### src/rtl/nor3_vector_sweeper_if.sv
// Signal bundle between the NOR-gate sweeper and the gate it exercises.
// The sweeper takes the slave side; whoever drives start and d_in takes the master side.
interface nor3_vector_sweeper_if #(
    parameter int ERR_W = 4
);
    logic             start;
    logic             d_in;
    logic             a;
    logic             b;
    logic             c;
    logic             busy;
    logic             done;
    logic             pass;
    logic [ERR_W-1:0] err_cnt;
    logic [2:0]       fail_vec;

    modport master (
        output start, d_in,
        input  a, b, c, busy, done, pass, err_cnt, fail_vec
    );

    modport slave (
        input  start, d_in,
        output a, b, c, busy, done, pass, err_cnt, fail_vec
    );
endinterface

### src/rtl/nor3_vector_sweeper.sv
// Drives all eight {a,b,c} vectors into a 3-input NOR (or OR) gate and checks each result.
// Optional macro STOP_ON_FAIL_EN ends the sweep on the first mismatching vector.
module nor3_vector_sweeper #(
    parameter int HOLD_CYCLES = 4,
    parameter int ERR_W       = 4,
    parameter int EXP_OR      = 0
) (
    input  logic                  clk,
    input  logic                  rst,
    nor3_vector_sweeper_if.slave  bus
);
    typedef enum logic [1:0] {
        IDLE = 2'd0,
        RUN  = 2'd1,
        DONE = 2'd2
    } state_t;

    localparam logic [7:0]       HOLD_LAST = 8'(HOLD_CYCLES - 1);
    localparam logic [ERR_W-1:0] ERR_MAX   = {ERR_W{1'b1}};
    localparam logic [ERR_W-1:0] ERR_ONE   = ERR_W'(1);
    localparam bit               CHECK_OR  = (EXP_OR != 0);

    state_t           state_q, state_d;
    logic [2:0]       v_q, v_d;
    logic [7:0]       h_q, h_d;
    logic [2:0]       abc_q, abc_d;
    logic             busy_q, busy_d;
    logic             done_q, done_d;
    logic             pass_q, pass_d;
    logic [ERR_W-1:0] errCnt_q, errCnt_d;
    logic [2:0]       failVec_q, failVec_d;
    logic             mismatchSeen_q, mismatchSeen_d;

    logic             expBit;
    logic             mismatch;
    logic             sampleEdge;
    logic             seenAfter;
    logic             stopNow;

    // The gate output is only trusted on the last hold cycle, which leaves settling time.
    always_comb begin
        expBit     = CHECK_OR ? (|v_q) : ~(|v_q);
        mismatch   = (bus.d_in != expBit);
        sampleEdge = (state_q == RUN) && (h_q == HOLD_LAST);
        seenAfter  = mismatchSeen_q | mismatch;
`ifdef STOP_ON_FAIL_EN
        stopNow    = (v_q == 3'd7) || mismatch;
`else
        stopNow    = (v_q == 3'd7);
`endif
    end

    always_comb begin
        state_d        = state_q;
        v_d            = v_q;
        h_d            = h_q;
        abc_d          = abc_q;
        busy_d         = busy_q;
        done_d         = done_q;
        pass_d         = pass_q;
        errCnt_d       = errCnt_q;
        failVec_d      = failVec_q;
        mismatchSeen_d = mismatchSeen_q;

        case (state_q)
            IDLE, DONE: begin
                if (bus.start) begin
                    state_d        = RUN;
                    busy_d         = 1'b1;
                    done_d         = 1'b0;
                    pass_d         = 1'b0;
                    errCnt_d       = '0;
                    failVec_d      = 3'b000;
                    v_d            = 3'd0;
                    h_d            = 8'd0;
                    abc_d          = 3'b000;
                    mismatchSeen_d = 1'b0;
                end
            end

            RUN: begin
                if (sampleEdge) begin
                    if (mismatch) begin
                        if (errCnt_q != ERR_MAX) begin
                            errCnt_d = errCnt_q + ERR_ONE;
                        end
                        if (!mismatchSeen_q) begin
                            failVec_d = v_q;
                        end
                    end
                    mismatchSeen_d = seenAfter;

                    // pass comes from the sticky flag so a saturated counter cannot hide failures.
                    if (stopNow) begin
                        state_d = DONE;
                        busy_d  = 1'b0;
                        done_d  = 1'b1;
                        pass_d  = ~seenAfter;
                        abc_d   = 3'b000;
                        v_d     = 3'd0;
                        h_d     = 8'd0;
                    end else begin
                        v_d   = v_q + 3'd1;
                        abc_d = v_q + 3'd1;
                        h_d   = 8'd0;
                    end
                end else begin
                    h_d = h_q + 8'd1;
                end
            end

            default: begin
                state_d = IDLE;
            end
        endcase
    end

    always_ff @(posedge clk) begin
        if (rst) begin
            state_q        <= IDLE;
            v_q            <= 3'd0;
            h_q            <= 8'd0;
            abc_q          <= 3'b000;
            busy_q         <= 1'b0;
            done_q         <= 1'b0;
            pass_q         <= 1'b0;
            errCnt_q       <= '0;
            failVec_q      <= 3'b000;
            mismatchSeen_q <= 1'b0;
        end else begin
            state_q        <= state_d;
            v_q            <= v_d;
            h_q            <= h_d;
            abc_q          <= abc_d;
            busy_q         <= busy_d;
            done_q         <= done_d;
            pass_q         <= pass_d;
            errCnt_q       <= errCnt_d;
            failVec_q      <= failVec_d;
            mismatchSeen_q <= mismatchSeen_d;
        end
    end

    assign bus.a        = abc_q[2];
    assign bus.b        = abc_q[1];
    assign bus.c        = abc_q[0];
    assign bus.busy     = busy_q;
    assign bus.done     = done_q;
    assign bus.pass     = pass_q;
    assign bus.err_cnt  = errCnt_q;
    assign bus.fail_vec = failVec_q;
endmodule

### src/flat_wrapper.sv
// flat-port wrapper written by rule: the top's interface ports become plain ports
module nor3_vector_sweeper_flat 
#(
    parameter int HOLD_CYCLES = 4,
    parameter int ERR_W       = 4,
    parameter int EXP_OR      = 0
)
  (clk, rst, bus_start, bus_d_in, bus_a, bus_b, bus_c, bus_busy, bus_done, bus_pass, bus_err_cnt, bus_fail_vec);
  nor3_vector_sweeper_if #(.ERR_W(ERR_W)) bus_i ();
  input  logic clk;
  input  logic rst;
  input wire logic [$bits(bus_i.start)-1:0] bus_start;
  input wire logic [$bits(bus_i.d_in)-1:0] bus_d_in;
  output wire logic [$bits(bus_i.a)-1:0] bus_a;
  output wire logic [$bits(bus_i.b)-1:0] bus_b;
  output wire logic [$bits(bus_i.c)-1:0] bus_c;
  output wire logic [$bits(bus_i.busy)-1:0] bus_busy;
  output wire logic [$bits(bus_i.done)-1:0] bus_done;
  output wire logic [$bits(bus_i.pass)-1:0] bus_pass;
  output wire logic [$bits(bus_i.err_cnt)-1:0] bus_err_cnt;
  output wire logic [$bits(bus_i.fail_vec)-1:0] bus_fail_vec;
  assign bus_i.start = bus_start;
  assign bus_i.d_in = bus_d_in;
  assign bus_a = bus_i.a;
  assign bus_b = bus_i.b;
  assign bus_c = bus_i.c;
  assign bus_busy = bus_i.busy;
  assign bus_done = bus_i.done;
  assign bus_pass = bus_i.pass;
  assign bus_err_cnt = bus_i.err_cnt;
  assign bus_fail_vec = bus_i.fail_vec;
  nor3_vector_sweeper #(.HOLD_CYCLES(HOLD_CYCLES), .ERR_W(ERR_W), .EXP_OR(EXP_OR)) u_core (.clk(clk), .rst(rst), .bus(bus_i));
endmodule
### config.mk
export PLATFORM = sky130hd
export DESIGN_NAME = nor3_vector_sweeper_flat
export DESIGN_NICKNAME = d
export VERILOG_FILES = /design/src/rtl/nor3_vector_sweeper_if.sv /design/src/rtl/nor3_vector_sweeper.sv /design/src/flat_wrapper.sv
export SDC_FILE = /design/constraint.sdc
export NUM_CORES = 1
export LEC_CHECK = 0
export BUFFER_PORTS_ARGS = -buffer_cell sky130_fd_sc_hd__buf_2
export CELL_PAD_IN_SITES_DETAIL_PLACEMENT = 0
export CELL_PAD_IN_SITES_GLOBAL_PLACEMENT = 2
export CORE_MARGIN = 3
export CORE_UTILIZATION = 29
export CTS_CLUSTER_DIAMETER = 200
export CTS_CLUSTER_SIZE = 10
export DETAILED_ROUTE_END_ITERATION = 7
export GPL_ROUTABILITY_DRIVEN = 0
export PLACE_DENSITY_LB_ADDON = 0.2
export SYNTH_ARGS = -nofsm -noshare
export SYNTH_HDL_FRONTEND = slang
export SYNTH_SLANG_ARGS = --single-unit
### constraint.sdc
create_clock -name clk -period 1.81 [get_ports clk]
set_clock_uncertainty 0.15 [all_clocks]
set_input_delay 0.181 -clock clk [delete_from_list [all_inputs] [get_ports clk]]
set_output_delay 0.181 -clock clk [all_outputs]
set_load 0.01 [all_outputs]
==> impl_metrics.toml, run 1 <==
[synth]
synth_edf_count = 0
ys.flop_type = "dfxtp_1"
async_reset_ff_frac = 0
synthTopCellsByCount = "dfxtp_1 (24), a21oi_1 (15), nand2_1 (14)"
synth_top_area_cell = "dfxtp_1"
syn_nets = 148
synth_area_leaders = "dfxtp_1 (41%), a21oi_1 (6.4%), ha_1 (5.3%), nand2_1 (4.5%), o21ai_0 (3.8%)"
ys_types = 32
yosysWarnings = 0
synth.avg_cell_area_sq_um = 8.43
synth_area_sq_um = 1170
yosysMostFrequentCell = "dfxtp_1"
synth.ff_latch_count = 24
synth_top_area_frac = 0.410
ys_seq_area_frac = 0.410
syn_inst = 139

[clock_network]
cts_tree = "built"
htreeDepth = 1
clk_latency_ns = 0.27
clock-root-buffer = "clkbuf_8"
numCtsBuffers = 3
clock_sinks = 24
clk_pin_slew_worst_paths_ns = 0.09
cts_buffer_depth = 2

[power_and_ir_drop]
power.share.clock = 0.402
ir_worst_vdd_mv = 0.468
internal_power_mw = 0.897
seqPwrFrac = 0.465
power_switching_share = 0.235
cellLeakagePower_nw = 0.624
total_power_mw = 1.17
p_sw_mw = 0.276
power_density_nw_per_um2 = 751
combPwrFrac = 0.133

[min_path]
hp-class = "in2reg"

[setup_path]
cp.required_ns = 1.87
critPathLaunchType = "register"
regToRegStartpoint = "u_core.h_q[0]"
path_max_fanout = 3
endpoint_kind = "register"
path_class = "reg2reg"
critical_path_arrival_ns = 1.79
r2r_cells = 5
r2r-end = "u_core.bus.err_cnt[3]"
r2r_slack_ns = 0.08
critPathLaunch = "u_core.h_q[0]"
endpoint = "u_core.bus.err_cnt[3]"

[place]
post-place-ws_ns = 0.0383
dpl_cell_area_sq_um = 1410
hpwl_mm = 2.19
port_buffers = 16

[die]
rows = 22
core_sq_um = 3770
fp.dieH_um = 69.6
die_x_um = 69.6
io_pins = 17
fp.dieArea_sq_um = 4840
initial_utilization = 0.311

[timing]
fin_crit_sh = 0.957
clock.fmax_mhz = 577
tightest_slew_ns = 0.460
worst_slack_ns = 0.0783
hold_viol = 0
slew_headroom = 0.693
rsz0062_at_grt = "yes"
finalMaxSlewViolations = 0
period_needed_ns = 1.73
setup_viol = 0
fin_setup_tns_ns = 0

[routing]
drt_wl_total_mm = 2.90
wire_per_inst_um = 13.2
via_per_inst = 5.09
drt_iter0_drc = 68
drc_errors = 0
ant_nets = 0
first_pass_iters = 4
via_count = 1114

[layout]
nets = 181
final_area_sq_um = 1560
layout-area-overhead-vs-synth_pct = 33.2
final_core_util = 0.414
n_antenna_cell = 0
drive_above_1_share = 0.310

[global_route]
grt_usage = 0.126
met1_usage = 0.164
grt_max_degree = 26
top_usage_layer = "met2"
grt_util_met3 = 0.0290
gr-usage-met2 = 0.199
grt_pass1_wl_mm = 4.93
antenna_found_initial = 0
grt_pass1_vias = 1035
grt_overflow = 0

[status]
outcome = "complete, no violations"

[run]
drv_cap = 0
-- worst max-delay path: stages, from the launching register on --
cell     delay (ns)
dfxtp_2        0.36
ha_4           0.14
nor4b_4        0.23
a31oi_1        0.15
or4_1          0.50
a21oi_2        0.15
-- how the worst min path moves through the flow --
| stage | from | end | depth (start not counted) |
|---|---|---|---|
| 2_1_floorplan | rst | u_core.h_q[6] | 1 |
| 3_3_place_gp | u_core.bus.done | u_core.bus.done | 2 |
| 3_5_place_dp | u_core.bus.done | u_core.bus.done | 2 |
| 4_1_cts | bus_start | u_core.state_q[1] | 4 |
| 5_1_grt | rst | u_core.bus.busy | 2 |
| 6_report | rst | u_core.abc_q[2] | 2 |
-- routing by layer --
metal | vias up | wire [um]
met5 | - | 0
met1 | 508 | 1400
li1 | 577 | -
met3 | 4 | 130
met2 | 25 | 1340
met4 | 0 | 35
-- logic make-up (layout without fill, tap and decap cells) --
group           count (synthesis)  after routing  synth area share
compound gates                 38             38             0.193
fa+ha+maj                       5              5            0.0534
mux                             1              1           0.00960
simple gates                   58             58             0.268
buf+inv                         9             41            0.0299
xor+xnor                        4              4            0.0363
flops                          24             24             0.410
-- stage by stage --
step	hold slack (ns)	instances
4_1_cts	0.173	218
3_5_place_dp	0.294	214
5_1_grt	0.199	219
6_report	0.185	219
2_1_floorplan	0.103	139
3_3_place_gp	0.290	214
-- registers in the layout, summed over array words and instances (netlist names) --
signal	cells
u_core.bus.done	1
u_core.mismatchSeen_q	1
u_core.abc_q	3
u_core.bus.pass	1
u_core.h_q	8
u_core.bus.err_cnt	4
u_core.state_q	2
u_core.bus.busy	1
u_core.bus.fail_vec	3
-- final cells by class --
type	instances	area, sq um
clock inverters	1	30.0
well taps	48	60.1
flip-flops and latches	24	483
multi-input cells	106	724
clock buffers	3	41.3
inverters	4	15.0
repair buffers	33	208
fillers	389	2210
-- timing repair --
action                                  in CTS  in global routing
resized for setup                            0                 15
hold buffers                                 0                  0
endpoints found under the setup margin       0                 18
setup buffers                                0                  1
-- cell usage in the layout, fill, tap and decap left out, drive strengths merged --
cell / n
mux2: 1
nor3: 5
nor2b: 4
nand2b: 3
inv: 4
or3: 1
o21ai: 9
nor4: 1
a31oi: 5
bufinv: 1
or4: 1
a21o: 1
a32oi: 1
a311oi: 3
and3: 4
nand3: 6
buf: 33
ha: 5
a41oi: 2
clkbuf: 3
nand4b: 1
nor4b: 1
nand4: 5
dfxtp: 24
o211ai: 1
nor2: 11
a22oi: 1
a21oi: 15
xor2: 3
xnor2: 1
nor3b: 1
nand2: 14
-- power by group through the flow --
stage	clock network [mW]	registers, mW	logic (mW)
2_1_floorplan	0	0.559	0.0770
3_3_place_gp	0	0.555	0.143
3_5_place_dp	0	0.555	0.142
4_1_cts	0.489	0.543	0.142
5_1_grt	0.510	0.547	0.173
6_report	0.472	0.545	0.155
Note: power is estimated with default switching activity, not from simulation.
==> run 2: changes to the inputs <==
--- a/config.mk
+++ b/config.mk
@@ -8,6 +8,7 @@
 export BUFFER_PORTS_ARGS = -buffer_cell sky130_fd_sc_hd__buf_2
 export CELL_PAD_IN_SITES_DETAIL_PLACEMENT = 0
 export CELL_PAD_IN_SITES_GLOBAL_PLACEMENT = 2
+export CORE_ASPECT_RATIO = 1.25
 export CORE_MARGIN = 3
 export CORE_UTILIZATION = 29
 export CTS_CLUSTER_DIAMETER = 200
==> run 2 against run 1 <==
Effect of this change:
- die area rose by 0.10%
- combinational power barely moved
- non-clock buffer count fell by 2
- sequential cell count did not move
- final cell count rose by 1.8%
- largest power group unchanged
- via count fell by 0.90%
- clock-buffer cell count did not move
- register-to-register slack got worse by 0.03 ns
==> impl_metrics.toml, run 2 (synthesis results as in run 1) <==
[timing]
rsz0062_at_grt = "yes"
tightest_slew_ns = 0.461
slew_headroom = 0.693
fin_setup_tns_ns = 0
hold_viol = 0
fin_crit_sh = 0.972
finalMaxSlewViolations = 0
clock.fmax_mhz = 568
period_needed_ns = 1.76
setup_viol = 0

[die]
rows = 25
io_pins = 17
fp.dieH_um = 77.1
die_x_um = 62.9
core_sq_um = 3850
initial_utilization = 0.305
fp.dieArea_sq_um = 4850

[place]
hpwl_mm = 2.27
port_buffers = 16

[setup_path]
cpMaxStageDelayCell = "or4_1"
path_max_fanout = 3
critical_path_arrival_ns = 1.81
critPathLaunchType = "register"
endpoint_kind = "register"
cp_cell_sequence = "ha_4 -> nor4b_4 -> a31oi_1 -> or4_1 -> a21oi_1"
worst-path-buf-inv = 0
regToRegStartpoint = "u_core.h_q[0]"
crit_family = "simple AND/OR/NAND/NOR gates"
r2r-end = "u_core.bus.err_cnt[3]"
r2r_cells = 5
cp_num_cells = 5
r2r_slack_ns = 0.05
path_class = "reg2reg"
critPathMaxStageDelay_ns = 0.48
cp.required_ns = 1.86

[power_and_ir_drop]
ir_worst_vdd_mv = 0.287
cellLeakagePower_nw = 0.615
power_density_nw_per_um2 = 753
total_power_mw = 1.17

[routing]
via_per_inst = 4.95
met1Wirelength_mm = 1.35
via_count = 1104
top_layer = "met4"
wl_met2_mm = 1.61
ant_nets = 0
drt_wl_total_mm = 3.07
first_pass_iters = 4
drc_errors = 0
dr_wl_met3_um = 75
drt_iter0_drc = 35
wire_per_inst_um = 13.7

[clock_network]
clock-root-buffer = "clkbuf_8"
clk_latency_ns = 0.27
cts_tree = "built"
htreeDepth = 1
clk_pin_slew_worst_paths_ns = 0.09
hold_buffers = 0
clock_sinks = 24
cts_buffer_depth = 2
numCtsBuffers = 3

[layout]
drive_above_1_share = 0.284
mostFrequentLayoutCell = "dfxtp_1"
layout-area-overhead-vs-synth_pct = 32.6
final_cell_mix = "dfxtp_1 (22), buf_2 (16), buf_4 (15)"
largest_register_ffs = 8
n_antenna_cell = 0
nets = 179
final_core_util = 0.404
largest_register = "u_core.h_q"

[global_route]
grt_pass1_vias = 1137
grt_usage = 0.135
grt_pass1_wl_mm = 5.32
grt_overflow = 0
grt_max_degree = 26
antenna_found_initial = 0

[status]
outcome = "complete, no violations"

[min_path]
hold_depth = 4
min_to = "u_core.state_q[1]"
hp-class = "in2reg"
holdCritStartpoint = "bus_start"

[run]
drv_cap = 0
==> run 2: metal layers <==
layer / vias up / GRT usage
met5: - / 0
li1: 566 / -
met3: 2 / 0.0220
met1: 525 / 0.159
met2: 11 / 0.242
met4: 0 / 0.0486
==> run 2: final cells by class <==
| cell class | count | area, sq um |
|---|---|---|
| Tap cell | 54 | 67.6 |
| Inverter | 4 | 15.0 |
| Sequential cell | 24 | 483 |
| Clock inverter | 1 | 30.0 |
| Fill cell | 399 | 2290 |
| Timing Repair Buffer | 31 | 193 |
| Multi-Input combinational cell | 106 | 724 |
| Clock buffer | 3 | 41.3 |
==> run 2: repair_timing <==
action                                 CTS  global route
pin swaps                                0             4
setup buffers                            0             2
cloned                                   0             0
setup endpoints to repair                2            16
resized for setup                        1            15
endpoints found under the hold margin    0             0
==> run 2: worst reg2reg max path, stage by stage, from the launching register on <==
cell and delay, ns:
dfxtp_2 0.36, ha_4 0.15, nor4b_4 0.25, a31oi_1 0.15
or4_1 0.48, a21oi_1 0.15
==> run 2: power by group <==
part	total, mW	internal, mW	switching [mW]
clock network	0.471	0.296	0.175
registers	0.546	0.538	0.00766
logic	0.153	0.0602	0.0930
total	1.17	0.894	0.276
==> run 2: worst max-delay path by stage <==
stage                                from                     to  slack [ns]
final                       u_core.h_q[0]  u_core.bus.err_cnt[3]        0.05
after global routing        u_core.h_q[0]  u_core.bus.err_cnt[3]       -0.08
after CTS                 u_core.abc_q[0]  u_core.bus.err_cnt[3]       0.003
after detailed placement    u_core.h_q[0]  u_core.bus.err_cnt[0]       -0.03
after global placement      u_core.h_q[0]  u_core.bus.err_cnt[0]        0.04
after floorplan           u_core.abc_q[0]  u_core.bus.err_cnt[3]        0.02
==> run 2: stage by stage <==
| step | cell area, sq um | hold WS [ns] | std cells | worst slack (ns) |
|---|---|---|---|---|
| 2_1_floorplan | 1170 | 0.103 | 139 | 0.0221 |
| 3_3_place_gp | 1400 | 0.291 | 217 | 0.0354 |
| 3_5_place_dp | 1400 | 0.296 | 217 | -0.0288 |
| 4_1_cts | 1470 | 0.148 | 221 | 0.00278 |
| 5_1_grt | 1550 | 0.200 | 223 | -0.0799 |
| 6_report | 1550 | 0.168 | 223 | 0.0501 |
==> run 3: changes to the inputs <==
--- a/config.mk
+++ b/config.mk
@@ -6,11 +6,11 @@
 export NUM_CORES = 1
 export LEC_CHECK = 0
 export BUFFER_PORTS_ARGS = -buffer_cell sky130_fd_sc_hd__buf_2
-export CELL_PAD_IN_SITES_DETAIL_PLACEMENT = 0
-export CELL_PAD_IN_SITES_GLOBAL_PLACEMENT = 2
+export CELL_PAD_IN_SITES_DETAIL_PLACEMENT = 1
+export CELL_PAD_IN_SITES_GLOBAL_PLACEMENT = 1
 export CORE_ASPECT_RATIO = 1.25
 export CORE_MARGIN = 3
-export CORE_UTILIZATION = 29
+export CORE_UTILIZATION = 37
 export CTS_CLUSTER_DIAMETER = 200
 export CTS_CLUSTER_SIZE = 10
 export DETAILED_ROUTE_END_ITERATION = 7
==> run 3 against run 2 <==
Effect of this change:
- combinational power rose by 3%
- register-to-register slack lost 0.05 ns
- final cell count is 6.7% lower
- hold slack worse by 0.098 ns
- fmax fell by 2.6%
- largest cell class unchanged
==> impl_metrics.toml, run 3 (synthesis results as in run 1) <==
[run]
drv_cap = 0

[clock_network]
cts_buffer_depth = 2
clock-root-buffer = "clkbuf_4"
cts_tree = "built"
htreeDepth = 1
clk_latency_ns = 0.32
clock_sinks = 24
hold_buffers = 0
clk_pin_slew_worst_paths_ns = 0.14
numCtsBuffers = 3

[routing]
drt_iter0_drc = 29
drt_wl_total_mm = 3.20
via_count = 1188
ant_nets = 0
drc_errors = 0
wire_per_inst_um = 15.4
first_pass_iters = 4
via_per_inst = 5.71

[status]
outcome = "complete, no violations"

[setup_path]
critPathLaunch = "u_core.state_q[0]"
path_class = "reg2reg"
critical_path_arrival_ns = 1.89
critPathLaunchType = "register"
regToRegStartpoint = "u_core.state_q[0]"
cp.required_ns = 1.89
path_max_fanout = 8
endpoint_kind = "register"

[layout]
nets = 182
drive_above_1_share = 0.297
final_core_util = 0.502
n_antenna_cell = 0
mostFrequentLayoutCell = "dfxtp_1"
layout-area-overhead-vs-synth_pct = 27.2
final_area_sq_um = 1490
largest_register_ffs = 8
final_cell_mix = "dfxtp_1 (21), buf_4 (18), buf_2 (16)"
fin_cells = 208
largest_register = "u_core.h_q"

[place]
placed_cells = 201
dpl_cell_area_sq_um = 1390
hpwl_mm = 2.43
port_buffers = 16

[min_path]
holdCritStartpoint = "bus_start"
hp-class = "in2reg"

[timing]
clock.fmax_mhz = 553
fin_crit_sh = 0.998
rsz0062_at_grt = "yes"
hold_viol = 0
tightest_slew_ns = 0.503
fin_setup_tns_ns = 0
setup_viol = 0
finalMaxSlewViolations = 0
slew_headroom = 0.664
period_needed_ns = 1.81

[die]
rows = 22
io_pins = 17
die_x_um = 56.3
fp.dieArea_sq_um = 3880
fp.dieH_um = 68.9
initial_utilization = 0.394
core_sq_um = 2970

[global_route]
grt_pass1_vias = 1167
grt_overflow = 0
grt_usage = 0.182
grt_pass1_wl_mm = 5.50
grt_max_degree = 26
antenna_found_initial = 0

[power_and_ir_drop]
total_power_mw = 0.993
ir_worst_vdd_mv = 0.322
power_density_nw_per_um2 = 666
cellLeakagePower_nw = 0.611
run 3: cell types whose count changed in the layout (fill, tap and decap cells not counted), sizes merged:
cell	before	now
bufinv	1	0
clkbuf	3	4
buf	31	34
run 3: stage by stage:
step / hold slack [ns] / setup WS, ns
finish: 0.0694 / 0.00281
global route: 0.123 / -0.132
CTS: 0.0595 / 0.0198
detailed placement: 0.297 / 0.0109
global placement: 0.291 / 0.0939
floorplan: 0.103 / 0.0221
run 3: power breakdown:
part / internal (mW) / leakage (nW) / switching (mW)
sequential: 0.539 / 0.195 / 0.00762
clock: 0.123 / 0.0210 / 0.165
combinational: 0.0641 / 0.394 / 0.0940
total: 0.726 / 0.611 / 0.267
run 3: routing by layer:
layer	share of wire	track usage	routed length, um
met1	0.42	0.201	1360
met2	0.53	0.346	1680
met3	0.027	0.0223	85
met4	0.024	0.0920	76
met5	0	0	0
run 3: final timing paths:
kind                        to  slack, ns  cells past startpoint
max              u_core.h_q[7]      0.003                      4
min          u_core.state_q[1]       0.07                      4
max reg2reg      u_core.h_q[7]      0.003                      4
min reg2reg    u_core.bus.done       0.31                      2
run 3: cell type report:
cell class	instances	area, sq um
Sequential cell	24	484
Tap cell	36	45.0
Clock buffer	4	36.3
Inverter	4	15.0
Multi-Input combinational cell	106	696
Fill cell	382	1480
Timing Repair Buffer	34	215
run 3: worst max-delay path, cell delays in order, from the launching register on:
cell and delay (ns):
dfxtp_1 0.41, nand2b_1 0.22, a21oi_1 0.48, o21ai_0 0.19
a311oi_1 0.28
run 3: repair_timing:
action	4_1_cts	5_1_grt
gates resized for setup	3	8
setup buffers	2	1
endpoints found under the setup margin	3	18
hold endpoints to repair	0	0
cloned	0	0
pin swaps	3	11
